<file path="config.mk">
export PLATFORM = sky130hd
export DESIGN_NAME = serial_frame_controller
export DESIGN_NICKNAME = d
export VERILOG_FILES = /design/src/rtl/serial_frame_controller.sv
export SDC_FILE = /design/constraint.sdc
export NUM_CORES = 1
export LEC_CHECK = 0
export ABC_AREA = 0
export CAP_MARGIN = 20
export CELL_PAD_IN_SITES_DETAIL_PLACEMENT = 1
export CELL_PAD_IN_SITES_GLOBAL_PLACEMENT = 1
export CORE_ASPECT_RATIO = 1.5
export CORE_UTILIZATION = 39
export CTS_CLUSTER_DIAMETER = 120
export DETAILED_ROUTE_END_ITERATION = 12
export HOLD_SLACK_MARGIN = 0.12
export MAX_ROUTING_LAYER = met4
export PLACE_DENSITY_LB_ADDON = 0.1
export RECOVER_POWER = 25
export SYNTH_ARGS = -nofsm -noshare
export SYNTH_HDL_FRONTEND = slang
export SYNTH_SLANG_ARGS = --single-unit
</file>
<file path="constraint.sdc">
create_clock -name clk -period 2.8 [get_ports clk]
set_clock_uncertainty 0.1 [all_clocks]
set_input_delay 0.84 -clock clk [delete_from_list [all_inputs] [get_ports clk]]
set_output_delay 0.84 -clock clk [all_outputs]
set_load 0.05 [all_outputs]
</file>
<file path="src/rtl/serial_frame_controller.sv">
// serial_frame_controller
//
// Receives a bit-serial frame, one bit per clkEn strobe:
//   start bit (0), 2-bit destination port (MSB first), 4-bit payload
//   length (MSB first), then `length` payload bits.
// Each payload bit is re-registered onto serOut with a one-cycle
// serOutValid pulse, steered to outValid[port]. A one-cycle done pulse
// closes every frame, including zero-length frames.
//
// Ports
//   clk          system clock, rising edge
//   rst          synchronous active-high reset
//   clkEn        one-cycle bit strobe; serIn is only sampled when high
//   serIn        serial frame input
//   serOut       registered copy of the current payload bit
//   serOutValid  one-cycle pulse, serOut valid
//   outValid     one-hot per-port copy of serOutValid
//   port         latched destination port
//   remaining    payload bits still to send
//   state        FSM state code
//   done         one-cycle frame-complete pulse
//
// state | meaning
// ------+----------------------------------------------------------
// IDLE  | 0: wait for a start bit (serIn=0 on a strobe)
// PORT  | 1: shift in the 2 port bits
// LEN   | 2: shift in the 4 length bits, then load remaining
// XMIT  | 3: forward payload bits until remaining reaches 0
// DONE  | 4: one-cycle done pulse, then back to IDLE unconditionally

module serial_frame_controller (
  input  logic       clk,
  input  logic       rst,
  input  logic       clkEn,
  input  logic       serIn,
  output logic       serOut,
  output logic       serOutValid,
  output logic [3:0] outValid,
  output logic [1:0] port,
  output logic [3:0] remaining,
  output logic [2:0] state,
  output logic       done
);

  typedef enum logic [2:0] {
    S_IDLE = 3'd0,
    S_PORT = 3'd1,
    S_LEN  = 3'd2,
    S_XMIT = 3'd3,
    S_DONE = 3'd4
  } state_t;

  state_t     state_q;
  state_t     state_d;

  logic [1:0] bit_cnt_q;
  logic [1:0] port_q;
  logic [3:0] length_q;
  logic [3:0] remaining_q;
  logic       serout_q;
  logic       serout_valid_q;

  logic       start_bit;
  logic       shift_port;
  logic       shift_len;
  logic       load_rem;
  logic       xmit_bit;
  logic [3:0] len_next;

  // Length as it will be once the current serIn bit is shifted in; used
  // on the last LEN strobe so remaining and the exit decision see the
  // complete value in the same edge.
  assign len_next = {length_q[2:0], serIn};

  // State register
  always_ff @(posedge clk) begin
    if (rst) begin
      state_q <= S_IDLE;
    end else begin
      state_q <= state_d;
    end
  end

  // Next-state and datapath strobes
  always_comb begin
    state_d    = state_q;
    start_bit  = 1'b0;
    shift_port = 1'b0;
    shift_len  = 1'b0;
    load_rem   = 1'b0;
    xmit_bit   = 1'b0;

    case (state_q)
      S_IDLE: begin
        if (clkEn && !serIn) begin
          start_bit = 1'b1;
          state_d   = S_PORT;
        end
      end

      S_PORT: begin
        if (clkEn) begin
          shift_port = 1'b1;
          if (bit_cnt_q == 2'd1) begin
            state_d = S_LEN;
          end
        end
      end

      S_LEN: begin
        if (clkEn) begin
          shift_len = 1'b1;
          if (bit_cnt_q == 2'd3) begin
            load_rem = 1'b1;
            state_d  = (len_next == 4'd0) ? S_DONE : S_XMIT;
          end
        end
      end

      S_XMIT: begin
        if (clkEn) begin
          xmit_bit = 1'b1;
          // remaining==0 cannot normally be seen here; treat it as the
          // last bit so the FSM can never stall in XMIT.
          if (remaining_q <= 4'd1) begin
            state_d = S_DONE;
          end
        end
      end

      S_DONE: begin
        state_d = S_IDLE;
      end

      default: begin
        state_d = S_IDLE;
      end
    endcase
  end

  // Datapath registers
  always_ff @(posedge clk) begin
    if (rst) begin
      bit_cnt_q      <= 2'd0;
      port_q         <= 2'd0;
      length_q       <= 4'd0;
      remaining_q    <= 4'd0;
      serout_q       <= 1'b0;
      serout_valid_q <= 1'b0;
    end else begin
      serout_valid_q <= xmit_bit;

      if (start_bit) begin
        bit_cnt_q <= 2'd0;
        port_q    <= 2'd0;
        length_q  <= 4'd0;
      end

      if (shift_port) begin
        port_q    <= {port_q[0], serIn};
        bit_cnt_q <= (bit_cnt_q == 2'd1) ? 2'd0 : bit_cnt_q + 2'd1;
      end

      // 2-bit counter wraps 3->0 on the last length bit, leaving it
      // cleared for the next frame.
      if (shift_len) begin
        length_q  <= len_next;
        bit_cnt_q <= bit_cnt_q + 2'd1;
      end

      if (load_rem) begin
        remaining_q <= len_next;
      end

      if (xmit_bit) begin
        serout_q <= serIn;
        if (remaining_q != 4'd0) begin
          remaining_q <= remaining_q - 4'd1;
        end
      end
    end
  end

  // Outputs
  always_comb begin
    outValid = 4'b0000;
    if (serout_valid_q) begin
      outValid = 4'b0001 << port_q;
    end
  end

  assign serOut      = serout_q;
  assign serOutValid = serout_valid_q;
  assign port        = port_q;
  assign remaining   = remaining_q;
  assign state       = state_q;
  assign done        = (state_q == S_DONE);

endmodule

</file>
* Word level (Yosys, flattened, before mapping)
Cells that the tools add are included.
** Storage, ports and cells
- Latch bits :: 0
- RAM bits :: 0
- Word-level logic and storage cells :: 62
- Memories kept :: 0
- Input port bits :: 4
- Register bits after elaboration :: 16
- Bits in read-only memories :: 0
** Operators by class
- Div/mod/pow operators :: 0
- Order comparisons :: 1
- $add $sub $neg :: 2
- Bitwise logic cells :: 0
- Reductions and logical operators :: 9
- Eq/ne operators :: 13
- Multipliers :: 0
- Shift-type cells :: 1
- Muxes and demuxes :: 29
** Operators by type and width (count)
- $mux W3 :: 10
- $mux W4 :: 4
- $ne A2 B2 Y1 const B :: 7
- $pmux W3 S4 :: 1
- $mux W2 :: 5
- $mux W1 :: 9
- $reduce_and A7 Y1 :: 1
- $eq A3 B2 Y1 const B :: 2
- $le A4 B1 Y1 const B :: 1
- $logic_not A4 Y1 :: 1
- $reduce_bool A2 Y1 :: 2
- $reduce_bool A4 Y1 :: 1
- $shl A1 B2 Y4 const A :: 1
- $sub A4 B1 Y4 const B :: 1
- $eq A3 B1 Y1 const B :: 1
- $eq A3 B3 Y1 const B :: 1
- $logic_not A3 Y1 :: 1
- $reduce_bool A3 Y1 :: 1
- $add A2 B1 Y2 const B :: 1
- $eq A2 B1 Y1 const B :: 1
- $eq A2 B2 Y1 const B :: 1
- $logic_and A1 B1 Y1 :: 1
- $logic_not A1 Y1 :: 1

* Depth between registers and ports, before layout
Gate-level depths: netlist of the first run.
- Word-level depth :: 7
- Mapped depth :: 6
- Depth with buffers taken out :: 6

* Least setup slack after synthesis of the first run
No wires, ideal clock.
- Path kind :: register -> output
- From :: register serout_valid_q (netlist: serOutValid)
- To :: output outValid[0]
- Path slack :: -0.021 ns
- Data required time :: 1.860 ns
- Stages on the path, launching flop included :: 2
- Data arrival time :: 1.881 ns
- Buffers on the path :: 0
- Path through :: dfxtp_1 nor3b_1
** Between the ends
- Word-level cells in the longest chain between the ends :: 1
** RTL lines
- start, declared :: line 61 : logic serout_valid_q;
- start signal, assigned :: line 151 : serout_valid_q <= xmit_bit;
- $mux W4 :: line 187 : if (serout_valid_q) begin
- end, declared :: line 38 : output logic [3:0] outValid,
No other way between the ends.

* Worst setup path in the final report of the first run
- From :: register port_q[0] (netlist: port[0])
- To :: output outValid[3]
** Between the ends
- Word-level cells in the longest chain between the ends :: 2
** RTL lines
- start, declared :: line 57 : logic [1:0] port_q;
- start signal, assigned :: line 160 : port_q <= {port_q[0], serIn};
- $shl A1 B2 Y4 :: line 188 : outValid = 4'b0001 << port_q;
- $mux W4 :: line 187
No other way between the ends.

==> results of run 1 <==
==> sequential cells by signal, indices dropped and copies added, names as in the netlist <==
signal and flops:
serOutValid 1, port 2, length_q 3, serOut 1, remaining 4, state 3
bit_cnt_q 2
==> Yosys cell counts, types with 3 or more instances <==
| cell | instances |
|---|---|
| a31oi_1 | 3 |
| inv_1 | 8 |
| ha_1 | 5 |
| and3_1 | 4 |
| clkbuf_1 | 3 |
| or3_1 | 4 |
| dfxtp_1 | 16 |
| nor2_1 | 11 |
| a22oi_1 | 3 |
| nor2b_1 | 4 |
| nand2_1 | 8 |
| o21ai_0 | 6 |
| a21oi_1 | 10 |
| nor3_1 | 6 |
| a221oi_1 | 3 |
==> final cells by class <==
| type | count | area, um2 |
|---|---|---|
| clock buffer | 4 | 36.3 |
| inverter | 8 | 30.0 |
| timing repair buffer | 24 | 218 |
| multi-input combinational | 89 | 572 |
| tap | 23 | 28.8 |
| sequential | 16 | 320 |
| fill | 289 | 1050 |
==> metal layers <==
layer | wire (um) | share of wire, % | vias up
met3 | 63 | 2.4 | 2
met4 | 25 | 0.96 | 0
li1 | - | - | 470
met2 | 1410 | 54 | 17
met5 | 0 | 0 | -
met1 | 1100 | 42 | 463
==> power by group through the flow <==
stage	Combinational (uW)	Sequential [uW]	Clock [uW]
after floorplan	23.5	246	0
after global placement	53.5	239	0
after detailed placement	53.9	239	0
after CTS	54.3	234	162
after global routing	56.4	234	172
final	51.5	233	156
==> worst max-delay path, stage by stage, from the launching register on <==
cell	delay, ns
dfxtp_1	0.47
and3_1	0.19
clkdlybuf4s50_1	0.80
==> path summary, 6_finish.rpt <==
check | endpoint | slack (ns) | cells after the start | startpoint
worst max-delay path | outValid[3] | 0.12 | 2 | port[0]
worst min register to register | serOut | 0.38 | 2 | serOut
worst max register to register | remaining[1] | 0.79 | 5 | state[0]
worst min-delay path | serOut | 0.38 | 2 | serOut
==> metrics by stage <==
| step | hold slack (ns) | std cells | setup WS [ns] |
|---|---|---|---|
| 2_1_floorplan | 0.387 | 117 | 0.400 |
| 3_3_place_gp | 0.349 | 160 | 0.317 |
| 3_5_place_dp | 0.367 | 160 | 0.243 |
| 4_1_cts | 0.380 | 164 | 0.0862 |
| 5_1_grt | 0.406 | 164 | 0.0373 |
| 6_report | 0.378 | 164 | 0.116 |
==> what timing repair did <==
item	in CTS	in global routing
hold endpoints to repair	0	0
endpoints found under the setup margin	0	1
resized for setup	0	1
==> cell families (layout without fill, tap and decap cells) <==
| family | count (synthesis) | in the layout |
|---|---|---|
| AND/OR/NAND/NOR | 48 | 48 |
| AO/OA/AOI/OAI | 32 | 32 |
| XOR/XNOR | 1 | 1 |
| multiplexers | 3 | 3 |
| buffers and inverters | 12 | 36 |
| flip-flops | 16 | 16 |
| adder cells (fa/ha/maj) | 5 | 5 |
==> results.sh, run 1 <==
export IMPL_seqPwrFrac_pct=52.9
export IMPL_synth_nets=126
export IMPL_slew_violations=0
export IMPL_muxShareOfSynthArea_pct=3.31
export IMPL_grt_pass1_wl_um=4600
export IMPL_irDropWorstVdd_mv=0.206
export IMPL_synth_top_family_by_area="simple AND/OR/NAND/NOR gates"
export IMPL_hold_path_class="reg -> reg"
export IMPL_synthesis_area_um2=946
export IMPL_fmax_ghz=0.373
export IMPL_pin_count=20
export IMPL_syn_to_final_growth_pct=27.4
export IMPL_period_minus_slack_ns=2.68
export IMPL_met2_usage_pct=39.8
export IMPL_die_area_um2=2630
export IMPL_ys_ff_latch=16
export IMPL_syn_area_per_cell_um2=8.08
export IMPL_start_util_pct=41.9
export IMPL_grtUsageMet3_pct=2.03
export IMPL_synth_xor_area_share_pct=0.926
export IMPL_gr_total_overflow=0
export IMPL_clock_sinks=16
export IMPL_final_cell_area_um2=1200
export IMPL_vias=952
export IMPL_synth_simple_gate_area_share_pct=28.8
export IMPL_final_cell_mix="dfxtp_1, clkdlybuf4s50_1, nor2_1, a21oi_1"
export IMPL_grt_pass1_vias=975
export IMPL_synth_flop_cell="dfxtp_1"
export IMPL_ant_nets=0
export IMPL_drive_above_1_share_pct=9.22
export IMPL_holdBufCountCts=0
export IMPL_hpwl_um=2010
export IMPL_internal_power_uw=328
export IMPL_cp_max_fo=7
export IMPL_core_um2=2260
export IMPL_utilization_pct=53.3
export IMPL_p_sw_share_pct=25.8
export IMPL_combPwrFrac_pct=11.7
export IMPL_clk_latency_ns=0.29
export IMPL_status="finished clean"
export IMPL_cts_made_buffers=3
export IMPL_cts_max_path_buffers=2
export IMPL_leakage_uw=0.000460
export IMPL_finalSetupViolations=0
export IMPL_maxSlewHeadroom_pct=50.8
export IMPL_grt_max_degree=18
export IMPL_grtUsageTotal_pct=22.6
export IMPL_dieHeight_um=62.3
export IMPL_die_w_um=42.2
export IMPL_ys_warn_count=0
export IMPL_cts_root_buf="clkbuf_4"
export IMPL_drc=0
export IMPL_power_density_nw_per_um2=366
export IMPL_tightest_slew_ns=0.738
export IMPL_htreeDepth=1
export IMPL_cp_start_kind="flip-flop"
export IMPL_use_met1_pct=25.7
export IMPL_synth_top_area_cell="dfxtp_1"
export IMPL_crit_type="reg -> out"
export IMPL_postCtsSetupRepairBufs=0
export IMPL_drt_iter0_drc=21
export IMPL_synthArstFlopShare_pct=0
export IMPL_rows=21
export IMPL_cts_tree="yes"
export IMPL_crit_path_end_kind="output pin"
export IMPL_drt_wl_total_um=2600
export IMPL_synth_top_area_share_pct=33.9
export IMPL_clk_pin_slew_worst_paths_ns=0.09
export IMPL_synth_cell_types=33
export IMPL_drtPass1Iterations=4
export IMPL_synth_compound_area_share_pct=21.6
export IMPL_required_ns=1.86
export IMPL_switchingPower_uw=114
export IMPL_fin_total_pwr_uw=441
export IMPL_hold_viol=0
export IMPL_cp_arrival_ns=1.74
export IMPL_setup_tns_ns=0
export IMPL_finalWeightedCongestion=0.811
export IMPL_diodes=0
export IMPL_layout_commonest_cell="dfxtp_1"
export IMPL_rsz0062_at_grt="false"
export IMPL_antenna_found_initial=0
export IMPL_synth_edf_count=0
export IMPL_synthTopCellsByArea="dfxtp_1, ha_1, a21oi_1"
export IMPL_post_route_period_util_pct=95.9
export IMPL_nets=151
export IMPL_placed_area_um2=1190
export IMPL_busiest_layer="met2"
export IMPL_power_frac_clock_pct=35.4
export IMPL_synthCells=117
export IMPL_numPortBuffers=19
export IMPL_cap_violations=0
export IMPL_yosysSeqAreaShare_pct=33.9
export IMPL_wl_per_cell_um=15.9
export IMPL_routed_via_density=5.80
export IMPL_synth_adder_area_share_pct=6.61
No activity file was read; power rests on OpenSTA's default activity.
==> run 2, diff against run 1 <==
SLEW_MARGIN = 25   (was unset)
==> results of run 2 <==
Same layout as run 1: the final DEF is identical, and so are final timing and power.
==> RTL edit, RTL diff (config.mk and constraints of run 2) <==
Make the reset (`rst`) asynchronous in 2 clocked blocks. Comments in the files are not updated.
--- a/src/rtl/serial_frame_controller.sv
+++ b/src/rtl/serial_frame_controller.sv
@@ -75,3 +75,3 @@
   // State register
-  always_ff @(posedge clk) begin
+  always_ff @(posedge clk or posedge rst) begin
     if (rst) begin
@@ -141,3 +141,3 @@
   // Datapath registers
-  always_ff @(posedge clk) begin
+  always_ff @(posedge clk or posedge rst) begin
     if (rst) begin
Behaviour: differs if rst is asserted again (counterexample within 4 cycles, from zero or initial values and one cycle with rst high); with rst held inactive, the same outputs for 10 cycles.
==> RTL edit against run 2 <==
Register-to-register slack better by 380 ps; area after synthesis is 5.0% higher; cell count is 9.8% lower; first-iteration DRC count is 52% lower; cell area is 2.8% higher; routed wire length is 11% lower; worst setup slack worse by 9.0 ps; via count is 9.1% lower; largest cell class unchanged; sequential cell count stayed put; count of clock-buffer cells in the layout is 1 lower.
Power is left out: it rests on default switching activity, and per cell area and clock period it moved more than threefold.
==> RTL edit: results (changes against run 2) <==
* Netlist cell types at 38 (was 33)
* Post-synth ARST share at 100% (was 0%)
* Top Layer Used: met4 (unchanged)
* Reg clk slew, reported paths at 90 ps (about the same)
* Gp weighted congestion at 0.845 (was 0.811)
* Class of the worst hold path: reg2reg (unchanged)
* DP HPWL at 1.78 mm (was 2.01 mm)
* Share of layout cells above drive strength 1 at 11.3% (was 9.22%)
* Initial antenna violation count at 0 (unchanged)
* First-pass GRT wire length at 4.10 mm (was 4.60 mm)
* Max_slew headroom at 59.1% (was 50.8%)
* Max FFs per register at 4 (unchanged)
* Clk_lat worst skew at 290 ps (about the same)
* Largest net degree at the start of global routing at 17 (was 18)
* Synth area leaders: dfrtp_1, ha_1, a21oi_1 (was dfxtp_1, ha_1, a21oi_1)
* Initial DRT Pass Iterations at 2 (was 4)
* Worst setup path startpoint: port[1] (was port[0])
* Antenna diodes at 0 (unchanged)
* R2R Setup Slk at 1170 ps (was 790 ps)
* Met3 wire length at 65 um (was 63 um)
* YS warnings at 0 (unchanged)
* Final WL at 2.31 mm (was 2.60 mm)
* Seq/Total Area, Yosys at 40.3% (was 33.9%)
* Wl on met1 at 1.01 mm (was 1.10 mm)
* Routed met2 length at 1.19 mm (was 1.41 mm)
* Post-cts resize count at 0 (unchanged)
* Total GRT Usage at 20.0% (was 22.6%)
* CTS Root Cell: clkbuf_4 (unchanged)
* Vias in the first global route at 886 (was 975)
* Top cells by count, synth: dfrtp_1, inv_1, a21oi_1, nor2_1 (was dfxtp_1, nor2_1, a21oi_1, inv_1, nand2_1)
* Reg-to-reg startpoint: remaining[0] (was state[0])
* Status: completed (unchanged)
* Max FO, Critical Path at 6 (was 7)
* Post-CTS Repair Setup Buffers at 0 (unchanged)
* Clock tree buffer depth at 2 (unchanged)
* Hold Path Origin: serOut (unchanged)
* Dpl cell area at 1220 sq um (was 1190 sq um)
* Worst path arrival time at between 1500 and 2000 ps
* CTS H-tree depth at 1 (unchanged)
* TritonCTS Buffers at 3 (unchanged)
* Port bufs at 19 (unchanged)
* Final #Nets at 135 (was 151)
* Drt first-iter violations at 10 (was 21)
* Filler Cell Count at 278 (was 289)
* Drt via density at 5.84 (was 5.80)
* Syn nets at 111 (was 126)
==> RTL edit: cell count changes after synthesis, moves of 4 or more <==
cell | run 2 | this run
dfxtp_1 | 16 | 0
dfrtp_1 | 0 | 16
or3_1 | 4 | 0
a22o_1 | 0 | 4
nor2_1 | 11 | 6
==> RTL edit: worst paths after layout <==
check | to | cells after the start
setup / recovery | outValid[1] | 2
hold / removal | serOut | 1
setup reg to reg | remaining[3] | 6
hold reg to reg | serOut | 1
max in group asynchronous | length_q[0] | 2
min in group asynchronous | state[2] | 2
==> RTL edit: stage by stage <==
stage	setup slack (ps)	std cells	util, %	hold WS [ps]
after floorplan	356	102	-	390
after global placement	378	145	50.2	368
after detailed placement	354	145	50.2	382
after CTS	96.0	148	51.1	402
after global routing	29.3	148	51.1	415
final	107	148	51.1	402
==> RTL edit: routing by layer <==
metal  vias to the layer above  global-route usage (%)
met2                        18                    33.0
met3                         6                    2.54
met5                         -                       -
met4                         0                    9.09
li1                        418                       -
met1                       423                    23.7
==> RTL edit: worst max-delay path, stage by stage, from the launching register on <==
cell and delay (ps):
dfrtp_1 440, and3b_1 230, clkdlybuf4s50_1 790
==> RTL edit: cells by family (layout without fill, tap and decap cells) <==
kind of cell	count (synthesis)	after routing	share of synthesized area, %
AND/OR/NAND/NOR	35	35	21.4
AO/OA/AOI/OAI	30	30	21.7
flip-flops	16	16	40.3
buffers and inverters	12	34	6.17
adder cells (fa/ha/maj)	5	5	6.30
multiplexers	4	4	4.16
==> RTL edit: layout make-up <==
type	instances	area [sq um]	share of cell area [%]
repair buffers	22	210	17.0
flip-flops and latches	16	400	32.3
multi-input cells	74	542	43.7
well taps	24	30.0	2.42
inverters	9	33.8	2.73
clock buffers	3	22.5	1.82
